### src/rtl/mcp23s17_pkg.sv
// rtl/mcp23s17_pkg.sv - MCP23S17 register map, configuration table and scheduler state type
package mcp23s17_pkg;

  localparam logic [7:0] REG_IODIRA   = 8'h00;
  localparam logic [7:0] REG_IODIRB   = 8'h01;
  localparam logic [7:0] REG_GPINTENA = 8'h04;
  localparam logic [7:0] REG_IOCON    = 8'h0A;
  localparam logic [7:0] REG_GPPUA    = 8'h0C;
  localparam logic [7:0] REG_GPIOA    = 8'h12;
  localparam logic [7:0] REG_OLATB    = 8'h15;

  localparam logic [3:0] OPCODE_BASE = 4'b0100;

  typedef struct packed {
    logic [7:0] addr;
    logic [7:0] data;
    logic       rd;
  } init_entry_t;

  localparam int INIT_LEN = 7;

  // IOCON=0x28: sequential addressing off, hardware addressing on
  localparam init_entry_t INIT_TABLE [INIT_LEN] = '{
    '{REG_IOCON,    8'h28, 1'b0},
    '{REG_IODIRA,   8'hFF, 1'b0},
    '{REG_IODIRB,   8'h00, 1'b0},
    '{REG_GPPUA,    8'hFF, 1'b0},
    '{REG_GPINTENA, 8'hFF, 1'b0},
    '{REG_OLATB,    8'h00, 1'b0},
    '{REG_GPIOA,    8'h00, 1'b1}
  };

  typedef enum logic [1:0] {
    ST_INIT_LOAD,
    ST_XFER,
    ST_GAP,
    ST_IDLE
  } sched_state_t;

  function automatic logic [7:0] spi_opcode(input logic [2:0] hw_addr, input logic rd);
    return {OPCODE_BASE, hw_addr, rd};
  endfunction

endpackage

### src/rtl/spi_frame_engine.sv
// rtl/spi_frame_engine.sv - 24-bit mode-0 SPI frame shifter with prescaler and start/done handshake
module spi_frame_engine #(
  parameter int CLK_DIV = 4
) (
  input  logic        clk,
  input  logic        srst_n,
  input  logic        start,
  input  logic [23:0] tx_data,
  output logic        done,
  output logic [7:0]  rx_data,
  input  logic        spi_miso,
  output logic        spi_mosi,
  output logic        spi_sck,
  output logic        spi_cs_n
);

  localparam int DIV_W = $clog2(CLK_DIV);
  localparam logic [DIV_W-1:0] DIV_LAST = DIV_W'(CLK_DIV - 1);

  logic             active_q, active_d;
  logic             cs_q, cs_d;
  logic             sck_q, sck_d;
  logic             mosi_q, mosi_d;
  logic             done_q, done_d;
  logic [23:0]      shift_q, shift_d;
  logic [7:0]       rx_q, rx_d;
  logic [DIV_W-1:0] div_q, div_d;
  logic [4:0]       bit_q, bit_d;

  always_comb begin
    active_d = active_q;
    cs_d     = cs_q;
    sck_d    = sck_q;
    mosi_d   = mosi_q;
    done_d   = 1'b0;
    shift_d  = shift_q;
    rx_d     = rx_q;
    div_d    = div_q;
    bit_d    = bit_q;
    if (!active_q) begin
      if (start) begin
        active_d = 1'b1;
        cs_d     = 1'b0;
        sck_d    = 1'b0;
        shift_d  = tx_data;
        mosi_d   = tx_data[23];
        div_d    = '0;
        bit_d    = '0;
      end
    end else if (div_q == DIV_LAST) begin
      div_d = '0;
      if (sck_q) begin
        sck_d   = 1'b0;
        bit_d   = bit_q + 5'd1;
        shift_d = {shift_q[22:0], 1'b0};
        mosi_d  = shift_q[22];
      end else if (bit_q == 5'd24) begin
        // trailing low phase finished: release CS and report the frame
        cs_d     = 1'b1;
        active_d = 1'b0;
        done_d   = 1'b1;
        mosi_d   = 1'b0;
      end else begin
        sck_d = 1'b1;
        rx_d  = {rx_q[6:0], spi_miso};
      end
    end else begin
      div_d = div_q + DIV_W'(1);
    end
  end

  always_ff @(posedge clk) begin
    if (!srst_n) begin
      active_q <= 1'b0;
      cs_q     <= 1'b1;
      sck_q    <= 1'b0;
      mosi_q   <= 1'b0;
      done_q   <= 1'b0;
      shift_q  <= '0;
      rx_q     <= '0;
      div_q    <= '0;
      bit_q    <= '0;
    end else begin
      active_q <= active_d;
      cs_q     <= cs_d;
      sck_q    <= sck_d;
      mosi_q   <= mosi_d;
      done_q   <= done_d;
      shift_q  <= shift_d;
      rx_q     <= rx_d;
      div_q    <= div_d;
      bit_q    <= bit_d;
    end
  end

  assign done     = done_q;
  assign rx_data  = rx_q;
  assign spi_mosi = mosi_q;
  assign spi_sck  = sck_q;
  assign spi_cs_n = cs_q;

endmodule

### src/rtl/expander_spi_scheduler.sv
// rtl/expander_spi_scheduler.sv - MCP23S17 link scheduler: init sequence, arbitration and poll timer
module expander_spi_scheduler
  import mcp23s17_pkg::*;
#(
  parameter int         CLK_DIV     = 4,
  parameter int         POLL_PERIOD = 2800000,
  parameter logic [2:0] HW_ADDR     = 3'b000
) (
  input  logic       clk,
  input  logic       RESET_N,
  input  logic       locked,
  input  logic       JS_INTA,
  input  logic       JS_MISO,
  output logic       JS_MOSI,
  output logic       JS_SCK,
  output logic       JS_CS,
  input  logic       wr_req,
  input  logic [7:0] wr_data,
  output logic       wr_ack,
  output logic [7:0] porta_value,
  output logic       porta_valid,
  output logic       init_done,
  output logic       busy
);

  localparam int TIMER_W = $clog2(POLL_PERIOD);
  localparam int GAP_W   = $clog2(2 * CLK_DIV);
  localparam logic [TIMER_W-1:0] TIMER_MAX = TIMER_W'(POLL_PERIOD - 1);
  localparam logic [GAP_W-1:0]   GAP_LAST  = GAP_W'(2 * CLK_DIV - 1);

  logic srst_n;
  assign srst_n = RESET_N & locked;

  sched_state_t     state_q, state_d;
  logic [2:0]       step_q, step_d;
  logic [GAP_W-1:0] gap_q, gap_d;
  logic [TIMER_W-1:0] timer_q, timer_d;
  logic             init_done_q, init_done_d;
  logic [7:0]       porta_q, porta_d;
  logic             cur_rd_q, cur_rd_d;
  logic             cur_host_q, cur_host_d;
  logic [1:0]       inta_sync_q, inta_sync_d;

  init_entry_t init_ent;
  logic        eng_start;
  logic [23:0] eng_tx;
  logic        eng_done;
  logic [7:0]  eng_rx;
  logic        rd_done;

  spi_frame_engine #(
    .CLK_DIV(CLK_DIV)
  ) u_engine (
    .clk     (clk),
    .srst_n  (srst_n),
    .start   (eng_start),
    .tx_data (eng_tx),
    .done    (eng_done),
    .rx_data (eng_rx),
    .spi_miso(JS_MISO),
    .spi_mosi(JS_MOSI),
    .spi_sck (JS_SCK),
    .spi_cs_n(JS_CS)
  );

  always_comb begin
    state_d     = state_q;
    step_d      = step_q;
    gap_d       = gap_q;
    timer_d     = timer_q;
    init_done_d = init_done_q;
    cur_rd_d    = cur_rd_q;
    cur_host_d  = cur_host_q;
    inta_sync_d = {inta_sync_q[0], JS_INTA};
    eng_start   = 1'b0;
    eng_tx      = '0;
    init_ent    = INIT_TABLE[step_q];
    rd_done     = eng_done & cur_rd_q;
    porta_d     = rd_done ? eng_rx : porta_q;

    // any completed GPIOA read also clears the expander interrupt, so the poll restarts
    if (rd_done) begin
      timer_d = '0;
    end else if ((state_q == ST_IDLE || state_q == ST_XFER) && timer_q != TIMER_MAX) begin
      timer_d = timer_q + TIMER_W'(1);
    end

    case (state_q)
      ST_INIT_LOAD: begin
        eng_start  = 1'b1;
        eng_tx     = {spi_opcode(HW_ADDR, init_ent.rd), init_ent.addr, init_ent.data};
        cur_rd_d   = init_ent.rd;
        cur_host_d = 1'b0;
        state_d    = ST_XFER;
      end
      ST_XFER: begin
        if (eng_done) begin
          gap_d   = '0;
          state_d = ST_GAP;
          if (!init_done_q) begin
            if (step_q == 3'(INIT_LEN - 1)) begin
              init_done_d = 1'b1;
            end else begin
              step_d = step_q + 3'd1;
            end
          end
        end
      end
      ST_GAP: begin
        if (gap_q == GAP_LAST) begin
          state_d = init_done_q ? ST_IDLE : ST_INIT_LOAD;
        end else begin
          gap_d = gap_q + GAP_W'(1);
        end
      end
      ST_IDLE: begin
        if (wr_req) begin
          eng_start  = 1'b1;
          eng_tx     = {spi_opcode(HW_ADDR, 1'b0), REG_OLATB, wr_data};
          cur_rd_d   = 1'b0;
          cur_host_d = 1'b1;
          state_d    = ST_XFER;
        end else if (!inta_sync_q[1] || timer_q == TIMER_MAX) begin
          eng_start  = 1'b1;
          eng_tx     = {spi_opcode(HW_ADDR, 1'b1), REG_GPIOA, 8'h00};
          cur_rd_d   = 1'b1;
          cur_host_d = 1'b0;
          state_d    = ST_XFER;
        end
      end
      default: state_d = ST_INIT_LOAD;
    endcase
  end

  always_ff @(posedge clk) begin
    if (!srst_n) begin
      state_q     <= ST_INIT_LOAD;
      step_q      <= '0;
      gap_q       <= '0;
      timer_q     <= '0;
      init_done_q <= 1'b0;
      porta_q     <= 8'h00;
      cur_rd_q    <= 1'b0;
      cur_host_q  <= 1'b0;
      inta_sync_q <= 2'b11;
    end else begin
      state_q     <= state_d;
      step_q      <= step_d;
      gap_q       <= gap_d;
      timer_q     <= timer_d;
      init_done_q <= init_done_d;
      porta_q     <= porta_d;
      cur_rd_q    <= cur_rd_d;
      cur_host_q  <= cur_host_d;
      inta_sync_q <= inta_sync_d;
    end
  end

  // completion strobes coincide with the cycle JS_CS returns high
  assign wr_ack      = eng_done & cur_host_q;
  assign porta_valid = rd_done;
  assign porta_value = porta_d;
  assign init_done   = init_done_q;
  assign busy        = (state_q != ST_IDLE);

endmodule
### config.mk
export PLATFORM = sky130hd
export DESIGN_NAME = expander_spi_scheduler
export DESIGN_NICKNAME = d
export VERILOG_FILES = /design/src/rtl/mcp23s17_pkg.sv /design/src/rtl/spi_frame_engine.sv /design/src/rtl/expander_spi_scheduler.sv
export SDC_FILE = /design/constraint.sdc
export NUM_CORES = 1
export LEC_CHECK = 0
export ABC_AREA = 1
export BUFFER_PORTS_ARGS = -buffer_cell sky130_fd_sc_hd__buf_2
export CORE_MARGIN = 2
export CORE_UTILIZATION = 34
export CTS_CLUSTER_SIZE = 8
export DETAILED_ROUTE_END_ITERATION = 6
export GPL_TIMING_DRIVEN = 0
export HOLD_SLACK_MARGIN = 0.06
export MAX_ROUTING_LAYER = met4
export PLACE_DENSITY_LB_ADDON = 0.1
export SLEW_MARGIN = 10
export SYNTH_ARGS = -nofsm -noshare
export SYNTH_HDL_FRONTEND = slang
export SYNTH_SLANG_ARGS = --single-unit
### constraint.sdc
create_clock -name clk -period 4.35 [get_ports clk]
set_clock_uncertainty 0.1 [all_clocks]
set_input_delay 0.87 -clock clk [delete_from_list [all_inputs] [get_ports clk]]
set_output_delay 0.87 -clock clk [all_outputs]
set_load 0.005 [all_outputs]
==> impl_results.md, run 1 <==
- Layout area overhead: 15.5%
- Grt total ovfl: 0
- Final hold vios: 0
- Number of setup buffers added after CTS: 0
- Ports: 29
- Final min period: around 2.8 ns
- P_int: 0.00142 W
- Post-synth top area share: 0.390
- Clock tree buffer depth: 2
- Cell variety after synth: 43
- Most numerous cell in the Yosys netlist: nand2_1
- Unrepaired setup endpoints after global routing: false
- Pre-CTS setup slack: ~1.9 ns
- DRC Markers: 0
- Worst hold path class: flip-flop to flip-flop
- Syn nets: approximately 640
- Post-synthesis mux area share: 0
- Largest family of logic cells by synthesized area: simple AND/OR/NAND/NOR gates
- Hold Startpoint: inta_sync_q[0]
- Global-route usage over all layers: 0.165
- Synth warnings: 0
- Share of cells above drive strength 1: 0.137
- Slew Viols, Final: 0
- Die ar.: 13900 µm²
- Post-Syn Area: about 4400 µm²
- Ant diodes: 0
- Row Count: a little over 40
- Worst EP required: 3.38 ns
- Setup ws final: approximately 1.6 ns
- Post-synthesis compound-gate area fraction: 0.165
- Port bufs: 28
- DR WL/cell: 13.0 µm
- Drt pass-1 iters: 4
- Gate power share: 0.136
- Largest net degree at the start of global routing: 17
- Worst EP arrival: 1.79 ns
- Yosys reg bits: 86
- Crit Reg-Reg Endpoint: timer_q[5]
- Final worst-path cycle share: 0.634
- H-tree levels: 3
- Vias in the first global route: 3770
- Max rail drop VDD: between 0.15 and 0.2 mV
- Worst Tran Pin Value: approximately 0.66 ns
- Reg-to-reg setup timing slack: 2.22 ns
- Routed Antenna Nets: 0
- Detailed Place HPWL: between 7000 and 8000 µm
- Kind of critical path: flip-flop to output pin
- Worst Path Max Fanout: 10
- Pwr Density: ~380 nW/µm²
- R2R cell count: 11
- R2R Path Start: timer_q[0]
- Area contributors post-synth: dfxtp_1 (39%), nand2_1 (10%), nor2_1 (6.7%)
- Synth cell count leaders: nand2_1 (121), dfxtp_1 (86), nor2_1 (79)
- Sequential Power Share: 0.423
- WL final: ~11000 µm
- DR vias: between 3k and 4k
- NumNets Final: between 600 and 700
- Hold Path Cell Cnt: 1
- Post-synthesis adder-cell area fraction: 0.0425
- Clock sinks: 86
- Die H: between 100 and 150 µm
- Initial antenna violation count: 0
- P_sw: 0.000534 W
- Top achievable clock speed: ~360 MHz
- Syn Area/Cell: between 7 and 8 µm²
- Ys flop type: dfxtp_1
- Final setup viols: 0
- Async set or reset register ratio after synthesis: 0
- Gp weighted congestion: roughly 0.85
- EDFF count, synth: 0
- Root buffer cell: clkbuf_16
- Vias/cell: 4.84
- Iteration-0 DRC Markers: 270
- Fillers: around 1.4k
- Switching Share: 0.273
- Reg clk slew, reported paths: approximately 0.07 ns
- Initial Util: 0.348
- Setup_tns: 0 ns
- CTS Hold Bufs: 0
- Critical path startpoint category: flip-flop
- Post-Synthesis Cells: approximately 610
- Resized Gates After CTS: 0
- Outcome: completed
- Post-synthesis sequential area ratio: 0.390
- Synth area leader: dfxtp_1
- Global-route wire length before repair: approximately 18000 µm
- TritonCTS clock tree: built
- Worst hold endpoint: inta_sync_q[1]
- P_leak: around 2.1 nW
- Maxcap violations: 0
- CP Capture Type: output pin
- Clock group share of total power: 0.441
- CTS Buf Count: 9
- Simple-gate share of the synthesized area: 0.291
- Core area: ~13000 µm²
- XOR/XNOR share of the synthesized area: 0.0318
- Headroom to the max-slew limit: 0.561
- Skew-Pair Late Insertion Delay: between 0.3 and 0.4 ns
- Die Wd: about 120 µm
metrics by stage:
stage	util	hold WS, ns	total power (W)	cells	area, µm²
2_1_floorplan	-	0.293	0.00104	608	4410
3_3_place_gp	0.376	0.311	0.00111	808	4770
3_5_place_dp	0.376	0.314	0.00111	808	4770
4_1_cts	0.402	0.332	0.00198	824	5100
5_1_grt	0.402	0.345	0.00205	824	5100
6_report	0.402	0.322	0.00195	824	5100
sequential cells by signal, summed over array words and instances, names as in the netlist:
signal / flops
cur_host_q: 1
inta_sync_q: 2
u_engine.spi_cs_n: 1
porta_q: 8
u_engine.spi_mosi: 1
u_engine.bit_q: 5
u_engine.done: 1
u_engine.active_q: 1
step_q: 3
u_engine.rx_data: 8
cur_rd_q: 1
gap_q: 3
u_engine.spi_sck: 1
u_engine.shift_q: 23
u_engine.div_q: 2
state_q: 2
timer_q: 22
init_done: 1
cells by family (layout without fill, tap and decap cells):
family | Yosys count | after routing
AND/OR/NAND/NOR | 281 | 281
XOR/XNOR | 16 | 16
AO/OA/AOI/OAI | 131 | 131
buffers and inverters | 79 | 123
adder cells (fa/ha/maj) | 15 | 15
flip-flops | 86 | 86
metal layers:
| metal | GRT usage | share of wire |
|---|---|---|
| met5 | - | 0 |
| met1 | 0.203 | 0.48 |
| met4 | 0.0685 | 0.019 |
| met2 | 0.267 | 0.48 |
| met3 | 0.0276 | 0.021 |
power by group through the flow:
stage	combinational, W	sequential [W]	clock, W
3_3_place_gp	0.000266	0.000845	0
6_report	0.000265	0.000827	0.000862
3_5_place_dp	0.000267	0.000845	0
2_1_floorplan	0.000202	0.000842	0
5_1_grt	0.000298	0.000830	0.000920
4_1_cts	0.000267	0.000827	0.000888
worst max path at each step:
stage,start,slack (ns),to
detailed placement,u_engine.done,1.92,porta_value[5]
finish,u_engine.done,1.59,porta_value[5]
CTS,u_engine.done,1.53,porta_value[5]
global placement,u_engine.done,1.97,porta_value[5]
global route,u_engine.done,1.43,porta_value[0]
floorplan,u_engine.done,2.33,porta_value[0]
layout make-up:
class	count	area [µm²]	area share
Inverter	56	210	0.0412
Timing Repair Buffer	28	140	0.0275
Tap cell	172	215	0.0422
Sequential cell	86	1720	0.338
Clock inverter	7	105	0.0206
Multi-Input combinational cell	443	2340	0.458
Buffer	23	144	0.0282
Clock buffer	9	225	0.0442
cell usage in the layout, fill, tap and decap left out, types with 3 or more instances in the layout:
cell type	count
dfxtp_1	86
o21ai_0	37
o21ai_1	16
clkbuf_16	9
inv_2	3
nor2_1	79
clkbuf_1	12
a22oi_1	9
xnor2_1	3
nor3b_1	4
buf_2	33
a21oi_2	3
nand2_2	6
nor3_1	12
or2_2	12
xor2_1	13
inv_1	52
a21oi_1	55
nand4_1	8
nand2_1	121
nand3_1	28
ha_1	15
critical path: stages (launching register included):
cell     delay (ns)
dfxtp_1        0.35
nand2_1        0.26
inv_1          0.20
or2_2          0.31
o21ai_0        0.12
inv_1          0.07
buf_2          0.13
(Power assumes the default switching activity.)
==> inputs of run 2 (changes only) <==
==> constraint.sdc (replaced) <==
create_clock -name clk -period 2.3 [get_ports clk]
set_clock_uncertainty 0.1 [all_clocks]
set_input_delay 0.46 -clock clk [delete_from_list [all_inputs] [get_ports clk]]
set_output_delay 0.46 -clock clk [all_outputs]
set_load 0.005 [all_outputs]
==> run 2 against run 1 <==
Compared with the run above:
- utilization up 0.079 points
- sequential cell count stayed put
- highest routed layer unchanged
- via count is the same
- die area unchanged
- first-iteration DRC count unchanged
- critical path depth stayed put
- register-to-register slack worse by 2.0 ns
- design area grew 0.20%
- largest power group unchanged
- clock power rose by 89%
==> impl_results.md, run 2 (synthesis gave the netlist of run 1 again) <==
- Clock group share of total power: 0.441
- FF/Latch Area: between 1500 and 2000 µm²
- Port bufs: 28
- Slew Viols, Final: 0
- Core area: 12700 µm²
- R2R Path Start: timer_q[0]
- Global-route usage over all layers: 0.165
- Commonest cells after routing, fill and taps aside: nand2_1 (120), dfxtp_1 (86), nor2_1 (79), a21oi_1 (55), inv_1 (52)
- Headroom to the max-slew limit: 0.561
- Worst Path Max Fanout: 10
- Worst EP arrival: between 1.5 and 2 ns
- Worst hold endpoint: inta_sync_q[0]
- Kind of critical path: flip-flop to output pin
- Worst EP required: ~1.7 ns
- Grt total ovfl: 0
- Layout area overhead: 15.8%
- Initial antenna violation count: 0
- Clock tree buffer depth: 2
- Share of cells above drive strength 1: 0.140
- Outcome: completed
- Detailed Place HPWL: about 8000 µm
- Worst Tran Pin Value: around 0.66 ns
- Final worst-path cycle share: 0.942
- R2R cell count: 11
- P_int: about 0.0027 W
- Global-route wire length before repair: between 15000 and 20000 µm
- Largest registers: u_engine.shift_q x23, timer_q x22
- Largest net degree at the start of global routing: 17
- CTS Buf Count: 9
- Gate power share: 0.136
- Reg-to-reg setup timing slack: around 0.19 ns
- Pwr Density: slightly above 700 nW/µm²
- CP Capture Type: output pin
- H-tree levels: 3
- Crit Reg-Reg Endpoint: timer_q[5]
- Top reg by flops: u_engine.shift_q
- Critical path startpoint category: flip-flop
- DR vias: about 4k
- Ports: 29
- Unrepaired setup endpoints after global routing: true
- Drt pass-1 iters: 4
- Fin util: 0.403
- Hold Startpoint: JS_INTA
- Switching Share: 0.273
- Critical Path, Cell by Cell: nand2_4, inv_1, or2_2, o21ai_0, inv_1, buf_2
- Hold Path Cell Cnt: 2
- Slowest CP cell: dfxtp_1
- Worst hold path class: primary input to flip-flop
- Vias/cell: around 4.8
- Iteration-0 DRC Markers: 270
- Die H: around 120 µm
- Die Wd: about 120 µm
- Root buffer cell: clkbuf_16
- P_leak: 2.06 nW
- Maxcap violations: 0
- Clock sinks: 86
- DRC Markers: 0
- P_sw: between 0.001 and 0.0015 W
- Row Count: 41
- NumNets Final: between 600 and 700
- WL final: approximately 11000 µm
- Max rail drop VDD: just under 0.3 mV
- Setup_tns: 0 ns
- Most common cell on crit path: inv_1
- TritonCTS clock tree: built
- Final min period: roughly 2.2 ns
- Inst Count DP: between 800 and 900
- Initial Util: 0.348
- Sequential Power Share: 0.424
- Routed Antenna Nets: 0
- Reg clk slew, reported paths: roughly 0.07 ns
- Final setup viols: 0
- Skew-Pair Late Insertion Delay: 0.35 ns
- Fin cells: 824
- Multi-input gate area: about 2300 µm²
- Vias in the first global route: between 3k and 4k
- Gp weighted congestion: about 0.85
- Max reg flops: 23
- DR WL/cell: about 13 µm
- Fillers: approximately 1.4k
- Commonest non-fill, non-tap cell in the layout: nand2_1
- Die ar.: between 10000 and 15000 µm²
- Slowest cell delay on critical path: 0.37 ns
- Final hold vios: 0
- Ant diodes: 0
- Top achievable clock speed: 462 MHz
## run 2: cell counts in the layout (fill, tap and decap cells not counted)
Identical to the previous run, type by type.
## run 2: worst max-delay path, delay by kind of cell (launching register included)
family	cells	cell delay, ns
compound gates	1	0.12
buf+inv	3	0.34
simple gates	2	0.43
flops	1	0.37
## run 2: how the worst max path moves through the flow
stage                              from              endpoint  slack [ns]
after floorplan              timer_q[0]  u_engine.shift_q[18]        0.51
after global placement       timer_q[0]  u_engine.shift_q[15]        0.21
after detailed placement     timer_q[0]            timer_q[7]        0.20
after CTS                 u_engine.done        porta_value[5]        0.03
after global routing         timer_q[0]            timer_q[5]       -0.02
final                     u_engine.done        porta_value[5]        0.13
## run 2: through the flow
stage | cell area (µm²) | setup slack [ns] | power, W | hold slack [ns]
3_5_place_dp | 4770 | 0.203 | 0.00210 | 0.314
6_report | 5110 | 0.134 | 0.00370 | 0.198
4_1_cts | 5100 | 0.0269 | 0.00375 | 0.186
2_1_floorplan | 4410 | 0.509 | 0.00198 | 0.293
3_3_place_gp | 4770 | 0.208 | 0.00210 | 0.311
5_1_grt | 5110 | -0.0161 | 0.00388 | 0.196
## run 2: cell type report
type                       count  area share
buffer                        23      0.0282
clock buffer                   9      0.0441
multi-input combinational    443       0.459
inverter                      56      0.0411
timing repair buffer          28      0.0274
clock inverter                 7      0.0206
tap                          172      0.0421
sequential                    86       0.337
## run 2: power groups by stage
stage	logic, W	clock network (W)	registers [W]
6_report	0.000501	0.00163	0.00157
5_1_grt	0.000564	0.00174	0.00157
4_1_cts	0.000506	0.00168	0.00156
3_5_place_dp	0.000505	0	0.00160
3_3_place_gp	0.000502	0	0.00160
2_1_floorplan	0.000383	0	0.00159
## run 2: what timing repair did
item                                    CTS  global route
cloned                                    0             0
buffers inserted                          0             0
gates resized for setup                   1             2
hold buffers                              0             0
endpoints found under the setup margin    8            30
pin swaps                                 0             0
## run 2: layer usage
layer  GRT usage  part of all wire  vias up
met5           -                 0        -
met4      0.0685             0.019        0
met3      0.0276             0.021       15
met2       0.267              0.48       43
met1       0.203              0.48     1859
li1            -                 -     2074
==> inputs of run 3 (changes only) <==
--- a/config.mk
+++ b/config.mk
@@ -7,6 +7,7 @@
 export LEC_CHECK = 0
 export ABC_AREA = 1
 export BUFFER_PORTS_ARGS = -buffer_cell sky130_fd_sc_hd__buf_2
+export CORE_ASPECT_RATIO = 1.4
 export CORE_MARGIN = 2
 export CORE_UTILIZATION = 34
 export CTS_CLUSTER_SIZE = 8
==> run 3 against run 2 <==
Compared with the run above:
- wire length increased by 5.4%
- critical path depth unchanged
- power decreased by 0.98%
- die area about the same
- sequential share of layout area decreased by 0.058 points
- worst setup slack got worse by 0.013 ns
- largest power group unchanged
- via count decreased by 0.38%
- maximum frequency decreased by 0.61%
- register-to-register slack improved by 0.02 ns
- global-route usage increased by 1.0 points
- sequential cell count unchanged
- hold slack improved by 0.012 ns
==> impl_results.md, run 3 (synthesis gave the netlist of run 1 again) <==
- CTS Buf Count: 9
- Layout area overhead: 16.0%
- CTS Hold Bufs: 0
- H-tree levels: 3
- Skew-Pair Late Insertion Delay: ~0.34 ns
- Worst hold path class: primary input to flip-flop
- Pwr Density: 715 nW/µm²
- Critical Path, Cell by Cell: nand2_4, clkinvlp_4, or2_2, o21ai_0, inv_1, buf_2
- Routed Antenna Nets: 0
- Reg clk slew, reported paths: around 0.060 ns
- Final min period: between 2 and 2.5 ns
- Core area: approximately 13000 µm²
- Slew Viols, Final: 0
- NumNets Final: 680
- Die H: ~140 µm
- Grt total ovfl: 0
- DR vias: a little under 4k
- Global-route wire length before repair: ~19000 µm
- Clock sinks: 86
- Commonest non-fill, non-tap cell in the layout: nand2_1
- Headroom to the max-slew limit: 0.556
- Root buffer cell: clkbuf_16
- Outcome: completed
- Vias in the first global route: about 4k
- Maxcap violations: 0
- DRC Markers: 0
- Multi-input gate area: 2370 µm²
- Ports: 29
- Clock tree buffer depth: 2
- Worst Tran Pin Value: 0.666 ns
- P_leak: 2.06 nW
- CP startpoint: cur_rd_q
- Ant diodes: 0
- Port bufs: 28
- Setup_tns: 0 ns
- WL final: approximately 11000 µm
- TritonCTS clock tree: built
- Critical path startpoint category: flip-flop
- Die Wd: around 100 µm
- Top reg by flops: u_engine.shift_q
- Worst EP required: 1.74 ns
- Max reg flops: 23
- Unrepaired setup endpoints after global routing: false
- Die ar.: 13900 µm²
- Final hold vios: 0
- Final setup viols: 0
- Setup ws final: 0.121 ns
- Max rail drop VDD: between 0.4 and 0.5 mV
- Gp weighted congestion: around 0.88
- Pre-CTS setup slack: 0.184 ns
- Largest registers: u_engine.shift_q x23, timer_q x22
- Global-route usage over all layers: 0.175
- Share of cells above drive strength 1: 0.149
- Largest net degree at the start of global routing: 16
- Design Power: 0.00366 W
- Row Count: 49
- FF/Latch Area: 1720 µm²
- Fin Hold WS: ~0.21 ns
- Initial Util: 0.346
- Kind of critical path: flip-flop to output pin
- Top achievable clock speed: 459 MHz
- Worst Path Max Fanout: 5
- Slowest CP cell: dfxtp_1
- DR WL/cell: around 14 µm
- Iteration-0 DRC Markers: 119
- Vias/cell: between 4 and 5
- Initial antenna violation count: 0
- Final worst-path cycle share: 0.948
- Worst EP arrival: around 1.6 ns
- Detailed Place HPWL: 8240 µm
- CP Capture Type: output pin
- Drt pass-1 iters: 4
- R2R Path Start: timer_q[0]
- Slowest cell delay on critical path: ~0.37 ns
- Commonest cells after routing, fill and taps aside: nand2_1 (120), dfxtp_1 (85), nor2_1 (79), a21oi_1 (55), inv_1 (51)
- Fillers: 1393
- Hold Startpoint: JS_INTA
==> run 3: layout make-up <==
| class | instances | area share |
|---|---|---|
| Sequential cell | 86 | 0.336 |
| Buffer | 23 | 0.0281 |
| Timing Repair Buffer | 30 | 0.0303 |
| Timing Repair inverter | 1 | 0.000977 |
| Clock buffer | 9 | 0.0440 |
| Clock inverter | 7 | 0.0186 |
| Inverter | 56 | 0.0418 |
| Multi-Input combinational cell | 444 | 0.462 |
| Tap cell | 153 | 0.0374 |
==> run 3: routing by layer <==
metal	vias to the layer above	global-route usage	wire length, µm
met2	38	0.317	6090
met4	0	0.0613	204
met1	1834	0.191	4780
met5	-	-	0
li1	2089	-	-
met3	15	0.0262	194
==> run 3: power breakdown <==
group / internal [W] / leakage [nW] / switching, W / total [W]
Sequential: 0.00154 / 0.697 / 0.0000289 / 0.00157
Combinational: 0.000181 / 1.21 / 0.000320 / 0.000501
Clock: 0.000956 / 0.156 / 0.000635 / 0.00159
==> run 3: worst paths after layout <==
kind / slack, ns / cells after the start / to
worst max-delay path: 0.12 / 6 / porta_value[2]
worst max register to register: 0.21 / 11 / u_engine.shift_q[11]
worst min register to register: 0.36 / 2 / u_engine.rx_data[7]
worst min-delay path: 0.21 / 2 / inta_sync_q[0]
==> run 3: worst max-delay path, delay by kind of cell, from the launching register on <==
family | cells | cell delay, ns
and+or+nand+nor | 2 | 0.43
DFF | 1 | 0.37
buffers and inverters | 3 | 0.36
AOI/OAI and AO/OA | 1 | 0.11
==> run 3: metrics by stage <==
stage | std cells | area, µm² | util
after floorplan | 608 | 4410 | -
after global placement | 789 | 4740 | 0.372
after detailed placement | 789 | 4740 | 0.372
after CTS | 805 | 5070 | 0.398
after global routing | 809 | 5120 | 0.402
final | 809 | 5120 | 0.402
==> run 3: what timing repair did <==
action,4_1_cts,5_1_grt
hold endpoints to repair,0,0
endpoints found under the setup margin,8,19
pin swaps,0,1
buffers inserted,0,2
gates resized for setup,2,7
cloned,0,2
